<file path="config.mk">
export PLATFORM = sky130hd
export DESIGN_NAME = vga_timing_gen_flat
export DESIGN_NICKNAME = d
export VERILOG_FILES = /design/src/rtl/vga_timing_pkg.sv /design/src/rtl/vga_timing_gen_if.sv /design/src/rtl/vga_wrap_counter.sv /design/src/rtl/vga_timing_gen.sv /design/src/flat_wrapper.sv
export SDC_FILE = /design/constraint.sdc
export NUM_CORES = 1
export LEC_CHECK = 0
export BUFFER_PORTS_ARGS = -buffer_cell sky130_fd_sc_hd__buf_2
export CELL_PAD_IN_SITES_DETAIL_PLACEMENT = 0
export CELL_PAD_IN_SITES_GLOBAL_PLACEMENT = 1
export CORE_MARGIN = 2
export CORE_UTILIZATION = 42
export DETAILED_ROUTE_END_ITERATION = 8
export GPL_ROUTABILITY_DRIVEN = 1
export HOLD_SLACK_MARGIN = 0.1
export PLACE_DENSITY_LB_ADDON = 0.3
export SLEW_MARGIN = 25
export SYNTH_ARGS = -nofsm -noshare
export SYNTH_HDL_FRONTEND = slang
export SYNTH_SLANG_ARGS = --single-unit
</file>
<file path="constraint.sdc">
create_clock -name clk -period 6.15 [get_ports clk]
set_input_delay 0.615 -clock clk [delete_from_list [all_inputs] [get_ports clk]]
set_output_delay 0.615 -clock clk [all_outputs]
set_load 0.02 [all_outputs]
</file>
<file path="src/rtl/vga_timing_pkg.sv">
// Default 640x480@60 Hz timing constants and helpers for the sync window boundaries.
package vga_timing_pkg;

    localparam int H_VISIBLE_DEF = 640;
    localparam int H_FRONT_DEF   = 16;
    localparam int H_SYNC_DEF    = 96;
    localparam int H_BACK_DEF    = 48;
    localparam int V_VISIBLE_DEF = 480;
    localparam int V_FRONT_DEF   = 10;
    localparam int V_SYNC_DEF    = 2;
    localparam int V_BACK_DEF    = 33;
    localparam int CNT_W_DEF     = 10;

    localparam int H_TOTAL_DEF = H_VISIBLE_DEF + H_FRONT_DEF + H_SYNC_DEF + H_BACK_DEF;
    localparam int V_TOTAL_DEF = V_VISIBLE_DEF + V_FRONT_DEF + V_SYNC_DEF + V_BACK_DEF;

    // Sync is active on the half-open range [sync_start, sync_end).
    function automatic int sync_start(input int visible, input int front);
        return visible + front;
    endfunction

    function automatic int sync_end(input int visible, input int front, input int sync);
        return visible + front + sync;
    endfunction

endpackage

</file>
<file path="src/rtl/vga_timing_gen_if.sv">
// Video timing bundle: sync levels, visible flag, position and line/frame strobes.
interface vga_timing_gen_if import vga_timing_pkg::*; #(
    parameter int CNT_W = CNT_W_DEF
);
    logic             hsync;
    logic             vsync;
    logic             display_on;
    logic [CNT_W-1:0] hpos;
    logic [CNT_W-1:0] vpos;
    logic             line_start;
    logic             frame_start;

    modport master (
        output hsync, vsync, display_on, hpos, vpos, line_start, frame_start
    );

    modport slave (
        input hsync, vsync, display_on, hpos, vpos, line_start, frame_start
    );
endinterface

</file>
<file path="src/rtl/vga_wrap_counter.sv">
// Modulo-MOD counter with enable; resets to MOD-1 so the first enabled step lands on 0.
module vga_wrap_counter #(
    parameter int MOD = 800,
    parameter int W   = 10
) (
    input  logic         clk,
    input  logic         reset,
    input  logic         en,
    output logic [W-1:0] count,
    output logic [W-1:0] count_next,
    output logic         wrap
);
    localparam logic [W-1:0] LAST = W'(MOD - 1);

    // count_next is exported so the parent can decode the upcoming position.
    always_comb begin
        wrap       = en && (count == LAST);
        count_next = count;
        if (en) begin
            count_next = (count == LAST) ? '0 : count + W'(1);
        end
    end

    always_ff @(posedge clk) begin
        if (!reset) begin
            count <= LAST;
        end else begin
            count <= count_next;
        end
    end
endmodule

</file>
<file path="src/rtl/vga_timing_gen.sv">
// VGA pixel-timing generator: chained h/v counters with registered sync/visible decode
// and line/frame strobes, all aligned to the same pixel.
module vga_timing_gen import vga_timing_pkg::*; #(
    parameter int H_VISIBLE = H_VISIBLE_DEF,
    parameter int H_FRONT   = H_FRONT_DEF,
    parameter int H_SYNC    = H_SYNC_DEF,
    parameter int H_BACK    = H_BACK_DEF,
    parameter int V_VISIBLE = V_VISIBLE_DEF,
    parameter int V_FRONT   = V_FRONT_DEF,
    parameter int V_SYNC    = V_SYNC_DEF,
    parameter int V_BACK    = V_BACK_DEF,
    parameter bit SYNC_POL  = 1'b0,
    parameter int CNT_W     = CNT_W_DEF
) (
    input  logic             clk,
    input  logic             reset,
    input  logic             en,
    vga_timing_gen_if.master vga
);
    localparam int H_TOTAL = H_VISIBLE + H_FRONT + H_SYNC + H_BACK;
    localparam int V_TOTAL = V_VISIBLE + V_FRONT + V_SYNC + V_BACK;

    localparam logic [CNT_W-1:0] H_VIS_C  = CNT_W'(H_VISIBLE);
    localparam logic [CNT_W-1:0] V_VIS_C  = CNT_W'(V_VISIBLE);
    localparam logic [CNT_W-1:0] HS_START = CNT_W'(sync_start(H_VISIBLE, H_FRONT));
    localparam logic [CNT_W-1:0] HS_END   = CNT_W'(sync_end(H_VISIBLE, H_FRONT, H_SYNC));
    localparam logic [CNT_W-1:0] VS_START = CNT_W'(sync_start(V_VISIBLE, V_FRONT));
    localparam logic [CNT_W-1:0] VS_END   = CNT_W'(sync_end(V_VISIBLE, V_FRONT, V_SYNC));

    logic [CNT_W-1:0] h_count, h_next, v_count, v_next;
    logic             h_wrap, v_wrap;
    logic             h_act, v_act, vis_next;
    logic             hsync_q, vsync_q, display_on_q, line_start_q, frame_start_q;

    vga_wrap_counter #(.MOD(H_TOTAL), .W(CNT_W)) u_hcnt (
        .clk        (clk),
        .reset      (reset),
        .en         (en),
        .count      (h_count),
        .count_next (h_next),
        .wrap       (h_wrap)
    );

    vga_wrap_counter #(.MOD(V_TOTAL), .W(CNT_W)) u_vcnt (
        .clk        (clk),
        .reset      (reset),
        .en         (h_wrap),
        .count      (v_count),
        .count_next (v_next),
        .wrap       (v_wrap)
    );

    // Decoding the next position keeps the registered flags aligned with hpos/vpos.
    always_comb begin
        h_act    = (h_next >= HS_START) && (h_next < HS_END);
        v_act    = (v_next >= VS_START) && (v_next < VS_END);
        vis_next = (h_next < H_VIS_C) && (v_next < V_VIS_C);
    end

    always_ff @(posedge clk) begin
        if (!reset) begin
            hsync_q       <= ~SYNC_POL;
            vsync_q       <= ~SYNC_POL;
            display_on_q  <= 1'b0;
            line_start_q  <= 1'b0;
            frame_start_q <= 1'b0;
        end else begin
            hsync_q       <= h_act ? SYNC_POL : ~SYNC_POL;
            vsync_q       <= v_act ? SYNC_POL : ~SYNC_POL;
            display_on_q  <= vis_next;
            line_start_q  <= h_wrap;
            frame_start_q <= v_wrap;
        end
    end

    assign vga.hsync       = hsync_q;
    assign vga.vsync       = vsync_q;
    assign vga.display_on  = display_on_q;
    assign vga.hpos        = h_count;
    assign vga.vpos        = v_count;
    assign vga.line_start  = line_start_q;
    assign vga.frame_start = frame_start_q;
endmodule

</file>
<file path="src/flat_wrapper.sv">
// flat-port wrapper written by rule: the top's interface ports become plain ports
module vga_timing_gen_flat import vga_timing_pkg::*;
#(
    parameter int H_VISIBLE = H_VISIBLE_DEF,
    parameter int H_FRONT   = H_FRONT_DEF,
    parameter int H_SYNC    = H_SYNC_DEF,
    parameter int H_BACK    = H_BACK_DEF,
    parameter int V_VISIBLE = V_VISIBLE_DEF,
    parameter int V_FRONT   = V_FRONT_DEF,
    parameter int V_SYNC    = V_SYNC_DEF,
    parameter int V_BACK    = V_BACK_DEF,
    parameter bit SYNC_POL  = 1'b0,
    parameter int CNT_W     = CNT_W_DEF
)
  (clk, reset, en, vga_hsync, vga_vsync, vga_display_on, vga_hpos, vga_vpos, vga_line_start, vga_frame_start);
  vga_timing_gen_if #(.CNT_W(CNT_W)) vga_i ();
  input  logic clk;
  input  logic reset;
  input  logic en;
  output wire logic [$bits(vga_i.hsync)-1:0] vga_hsync;
  output wire logic [$bits(vga_i.vsync)-1:0] vga_vsync;
  output wire logic [$bits(vga_i.display_on)-1:0] vga_display_on;
  output wire logic [$bits(vga_i.hpos)-1:0] vga_hpos;
  output wire logic [$bits(vga_i.vpos)-1:0] vga_vpos;
  output wire logic [$bits(vga_i.line_start)-1:0] vga_line_start;
  output wire logic [$bits(vga_i.frame_start)-1:0] vga_frame_start;
  assign vga_hsync = vga_i.hsync;
  assign vga_vsync = vga_i.vsync;
  assign vga_display_on = vga_i.display_on;
  assign vga_hpos = vga_i.hpos;
  assign vga_vpos = vga_i.vpos;
  assign vga_line_start = vga_i.line_start;
  assign vga_frame_start = vga_i.frame_start;
  vga_timing_gen #(.H_VISIBLE(H_VISIBLE), .H_FRONT(H_FRONT), .H_SYNC(H_SYNC), .H_BACK(H_BACK), .V_VISIBLE(V_VISIBLE), .V_FRONT(V_FRONT), .V_SYNC(V_SYNC), .V_BACK(V_BACK), .SYNC_POL(SYNC_POL), .CNT_W(CNT_W)) u_core (.clk(clk), .reset(reset), .en(en), .vga(vga_i));
endmodule
</file>
---- Yosys cells after proc, flatten, opt, wreduce, memory -nomap -nowiden ----
Cells that the tools add are included.
operators by class
  equal/unequal tests ..................... 2
  reduce and logical (&&, ||, !) cells .... 5
  add/subtract/negate cells ............... 2
  $lt $le $gt $ge ......................... 6
  muxes and demuxes ....................... 6
operators by type and width
  operator               count
  $mux 10                4
  $add 10x1->10 const B  2
  $eq 10x10->1 const B   2
  $lt 10x10->1 const B   2
  $lt 10x9->1 const B    2
  $ge 10x10->1 const B   1
  $ge 10x9->1 const B    1
  $logic_and 1x1->1      5
  $mux 1                 2
word-level totals
  register bits ........................... 25
  input port bits ......................... 3

---- Depth between registers and ports, before layout ----
  word-level depth ........................ 6
  gate-level depth with buffers ........... 9
  depth with buffers taken out ............ 7

---- Cells and area by module ----
Synthesis repeated with hierarchy kept, for this count alone.
second synthesis, totals
  cell total of the unflattened synthesis .. 148
  area, all modules ....................... 1297.5 um2
by module, submodules not included
  module                            sequential area each (um2)  area each (um2)  cells each  times used
  vga_wrap_counter (u_core.u_hcnt)  200.2                       561.8            65          1
  vga_wrap_counter (u_core.u_vcnt)  200.2                       545.5            67          1
  vga_timing_gen                    100.1                       190.2            16          1

---- Least setup slack after synthesis ----
OpenSTA, ideal clock, no wires.
  path kind ............................... register to register
  start ................................... register u_core.u_hcnt.count[0]
  end ..................................... register u_core.vsync_q (netlist: u_core.vga.vsync)
  path slack .............................. 3.962 ns
  path buffers ............................ 1
  arrival time ............................ 2.050 ns
  cell stages (with the launch flop) ...... 8
  cells stage by stage .................... dfxtp_1 > ha_1 > and4_1 > buf_6 > nand4_4 > or4_4 > a221oi_2 > nand4_1
between the ends
  longest elaborated chain between the ends .. 6
  elaborated cells on any way between the ends .. 7
RTL lines
  what                                               line                    RTL
  from (decl)                                        vga_wrap_counter.sv:9   output logic [W-1:0] count,
  from (signal assigned)                             vga_wrap_counter.sv:28  count <= count_next;
  $eq 10x10->1 (*)                                   vga_wrap_counter.sv:17  wrap = en && (count == LAST);
  $logic_and 1x1->1 (*)                              vga_wrap_counter.sv:17
  $mux 10 (*)                                        vga_wrap_counter.sv:19  if (en) begin
  $ge 10x9->1 / $lt 10x9->1 (equally long branches)  vga_timing_gen.sv:56    v_act = (v_next >= VS_START) && (v_next < VS_END);
  $logic_and 1x1->1 (*)                              vga_timing_gen.sv:56
  $mux 1 (*)                                         vga_timing_gen.sv:69    vsync_q <= v_act ? SYNC_POL : ~SYNC_POL;
  to (signal assigned)                               vga_timing_gen.sv:63    vsync_q <= ~SYNC_POL;
  to (signal assigned)                               vga_timing_gen.sv:69
  to (decl)                                          vga_timing_gen.sv:33    logic hsync_q, vsync_q, display_on_q, line_start_q, frame_start_q;
Every way passes the cells marked *; elsewhere a longest branch is shown, timed or not.
A chain may end at the register's enable or synchronous reset.

---- Worst setup path in the final report ----
Same ends and word-level chain as after synthesis.

==> impl_metrics.py <==
metrics = {
    "setup_path": {
        "required_ns": 6.36,
        "worstSetupPathType": "reg2reg",
        "crit_fanout": 22,
        "cp.arrival_ns": 2.72,
        "critPathCaptureType": "flop",
        "slowest_stage": "or4_1",
        "critPathLaunchType": "flop",
        "slowest_delay_ns": 0.59,
        "crit_chain": "ha_1, and4_1, nand4_4, or4_1, a221oi_1, nand4_1",
        "rr_worst_depth": 6,
    },
    "route": {
        "drt_iter0_drc": 81,
        "drc_errors": 0,
        "routed_wl_mm": 3.19,
        "drtAntennaViolNets": 0,
        "vias": 1319,
        "via_per_inst": 5.66,
        "dr.pass1.iters": 4,
        "post_drt_wl_per_cell_um": 13.7,
    },
    "floorplanning": {
        "die_w_um": 61.3,
        "initial_core_util_pct": 44.8,
        "rows": 20,
        "fp.dieH_um": 61.3,
        "die_area_um2": 3760,
        "ios": 28,
        "core_um2": 3080,
    },
    "yosys": {
        "ys_seq_area_share_pct": 36.3,
        "avgSynthCellArea_um2": 8.31,
        "syn_inst": 166,
        "netlist_area_um2": 1380,
        "synthFlopType": "dfxtp_1",
        "synth_edf_count": 0,
        "yosysWarnings": 0,
        "syn_nets": 172,
        "synth_cell_type_count": 47,
        "ys_ff_latch": 25,
        "synthArstFlopShare_pct": 0,
    },
    "flow_run": {
        "maxCapViolations": 0,
    },
    "sta": {
        "setup_viol": 0,
        "grt_setup_unrepaired": "false",
        "clock_skew_ns": 0.00779,
        "min_period_ns": 2.51,
        "tightestPinTransition_ns": 0.520,
        "hold_viol_final": 0,
        "fin_crit_sh_pct": 40.8,
        "drv_slew": 0,
        "timing.fmax_ghz": 0.399,
        "slew_headroom_pct": 65.3,
        "fin_setup_tns_ns": 0,
        "holdWs_ns": 0.533,
    },
    "clocking": {
        "clock_latency_ns": 0.33,
        "clkTransAtPathRegs_ns": 0.15,
        "cts_tree": "built",
        "htree_num_levels": 1,
        "cts_resized": 0,
        "post_cts_buffers": 0,
        "cts_buffer_depth": 2,
        "cts_made_buffers": 3,
        "root_buffer": "clkbuf_4",
        "ctsHoldBuffers": 0,
        "cts.sinks": 25,
    },
    "layout": {
        "multi_input_area_um2": 790,
        "n_antenna_cell": 0,
        "final-seq-area_um2": 500,
        "fill_cells": 314,
        "drive_gt1_share_pct": 22.8,
        "synthToLayoutAreaGrowth_pct": 12.3,
        "final_util_pct": 50.3,
        "fin_nets": 196,
    },
    "hold_path": {
        "hold_class": "in2reg",
        "hold_depth": 2,
    },
    "power_and_ir_drop": {
        "power_density_nw_per_um2": 283,
        "p_leak_nw": 0.612,
        "vdd_drop_max_mv": 0.122,
    },
    "placement": {
        "numPortBuffers": 27,
        "gp_congestion": 0.828,
        "dp_hpwl_mm": 2.29,
    },
    "global_route": {
        "gr-total-overflow": 0,
        "grt_util_all_layers_pct": 18.4,
        "grt_max_degree": 23,
        "antenna_found_initial": 0,
        "grt_pass1_wl_mm": 5.18,
        "grt_pass1_vias": 1129,
    },
    "run_status": {
        "status": "finished, final reports clean",
    },
}
critical path, delay by kind of cell (launching register included):
family / cells / cell delay [ns]
and+or+nand+nor: 4 / 1.38
DFF: 1 / 0.44
AOI/OAI and AO/OA: 1 / 0.36
adders and majority gates: 1 / 0.20
area by class of cell:
class / instances / share of cell area (%)
tap: 44 / 3.55
clock buffer: 3 / 1.45
inverter: 11 / 2.67
multi-input combinational: 122 / 51.0
timing repair buffer: 27 / 8.72
clock inverter: 1 / 0.323
sequential: 25 / 32.3
synth_stat cells, drive strengths merged, types with 3 or more instances:
cell    instances  share of area (%)
dfxtp          25                 36
clkbuf          5                1.5
and3            3                1.5
o21ai          11                4.0
and4            6                4.0
a211oi          3                1.6
o311ai          3                1.9
a21oi           8                2.9
buf             3                1.9
nand4           7                4.3
nor3            7                3.4
nor2           11                3.0
nand3           8                2.9
or4             3                1.9
or3             3                1.5
nand2          18                4.9
ha              3                2.7
inv            11                3.0
xor2            3                1.9
sequential cells by signal, indices dropped and copies added (netlist names):
signal                  flops
u_core.vga.vsync            1
u_core.u_vcnt.count        10
u_core.vga.line_start       1
u_core.u_hcnt.count        10
u_core.vga.display_on       1
u_core.vga.frame_start      1
u_core.vga.hsync            1
layer usage:
layer  track usage [%]  vias up  share of wire (%)  wire, um
met5                 0        -                  0         0
met4              8.07        0                1.7        53
met3              2.52        7                4.4       139
met2              28.0       34                 42      1340
met1              26.0      622                 52      1650
li1                  -      656                  -         -
cells in the final DEF, fill, tap and decap left out, types with 3 or more instances in the layout:
cell type / Yosys / routed
o21ai_0: 11 / 11
clkbuf_4: 0 / 3
nor2_1: 11 / 11
nand3_1: 8 / 8
nand4_1: 6 / 6
ha_1: 3 / 3
a211oi_1: 3 / 3
xor2_1: 3 / 3
inv_1: 11 / 11
o311ai_0: 3 / 3
dfxtp_1: 25 / 25
nor3_1: 6 / 6
buf_2: 0 / 27
a21oi_1: 8 / 8
and4_1: 4 / 4
nand2_1: 18 / 18
logic make-up (layout without fill, tap and decap cells):
family | after synthesis | after routing | synth area share (%)
xor gates and xnor gates | 5 | 5 | 3.18
DFF | 25 | 25 | 36.3
buffers and inverters | 19 | 42 | 6.44
adders and majority gates | 3 | 3 | 2.72
AOI/OAI and AO/OA | 37 | 37 | 18.3
muxes | 2 | 2 | 1.45
and+or+nand+nor | 75 | 75 | 31.6
worst paths after layout:
check / slack, ns / from / to
worst min register to register: 0.55 / u_core.u_vcnt.count[7] / u_core.u_vcnt.count[7]
worst min-delay path: 0.53 / reset / u_core.u_hcnt.count[0]
worst max register to register: 3.64 / u_core.u_hcnt.count[0] / u_core.vga.vsync
worst max-delay path: 3.64 / u_core.u_hcnt.count[0] / u_core.vga.vsync
where the power goes:
group / leakage [nW] / switching [W] / internal [W] / total, W
logic: 0.390 / 0.000100 / 0.0000580 / 0.000158
clock network: 0.0177 / 0.0000524 / 0.0000244 / 0.0000769
registers: 0.204 / 0.0000245 / 0.000179 / 0.000203
total: 0.612 / 0.000177 / 0.000261 / 0.000438
through the flow:
| step | instances | power (W) | instance area [um2] | setup slack [ns] |
|---|---|---|---|---|
| 2_1_floorplan | 166 | 0.000326 | 1380 | 3.96 |
| 3_3_place_gp | 229 | 0.000360 | 1520 | 3.61 |
| 3_5_place_dp | 229 | 0.000363 | 1520 | 3.53 |
| 4_1_cts | 233 | 0.000440 | 1550 | 3.66 |
| 5_1_grt | 233 | 0.000472 | 1550 | 3.47 |
| 6_report | 233 | 0.000438 | 1550 | 3.64 |
No activity file was read; power rests on OpenSTA's default activity.
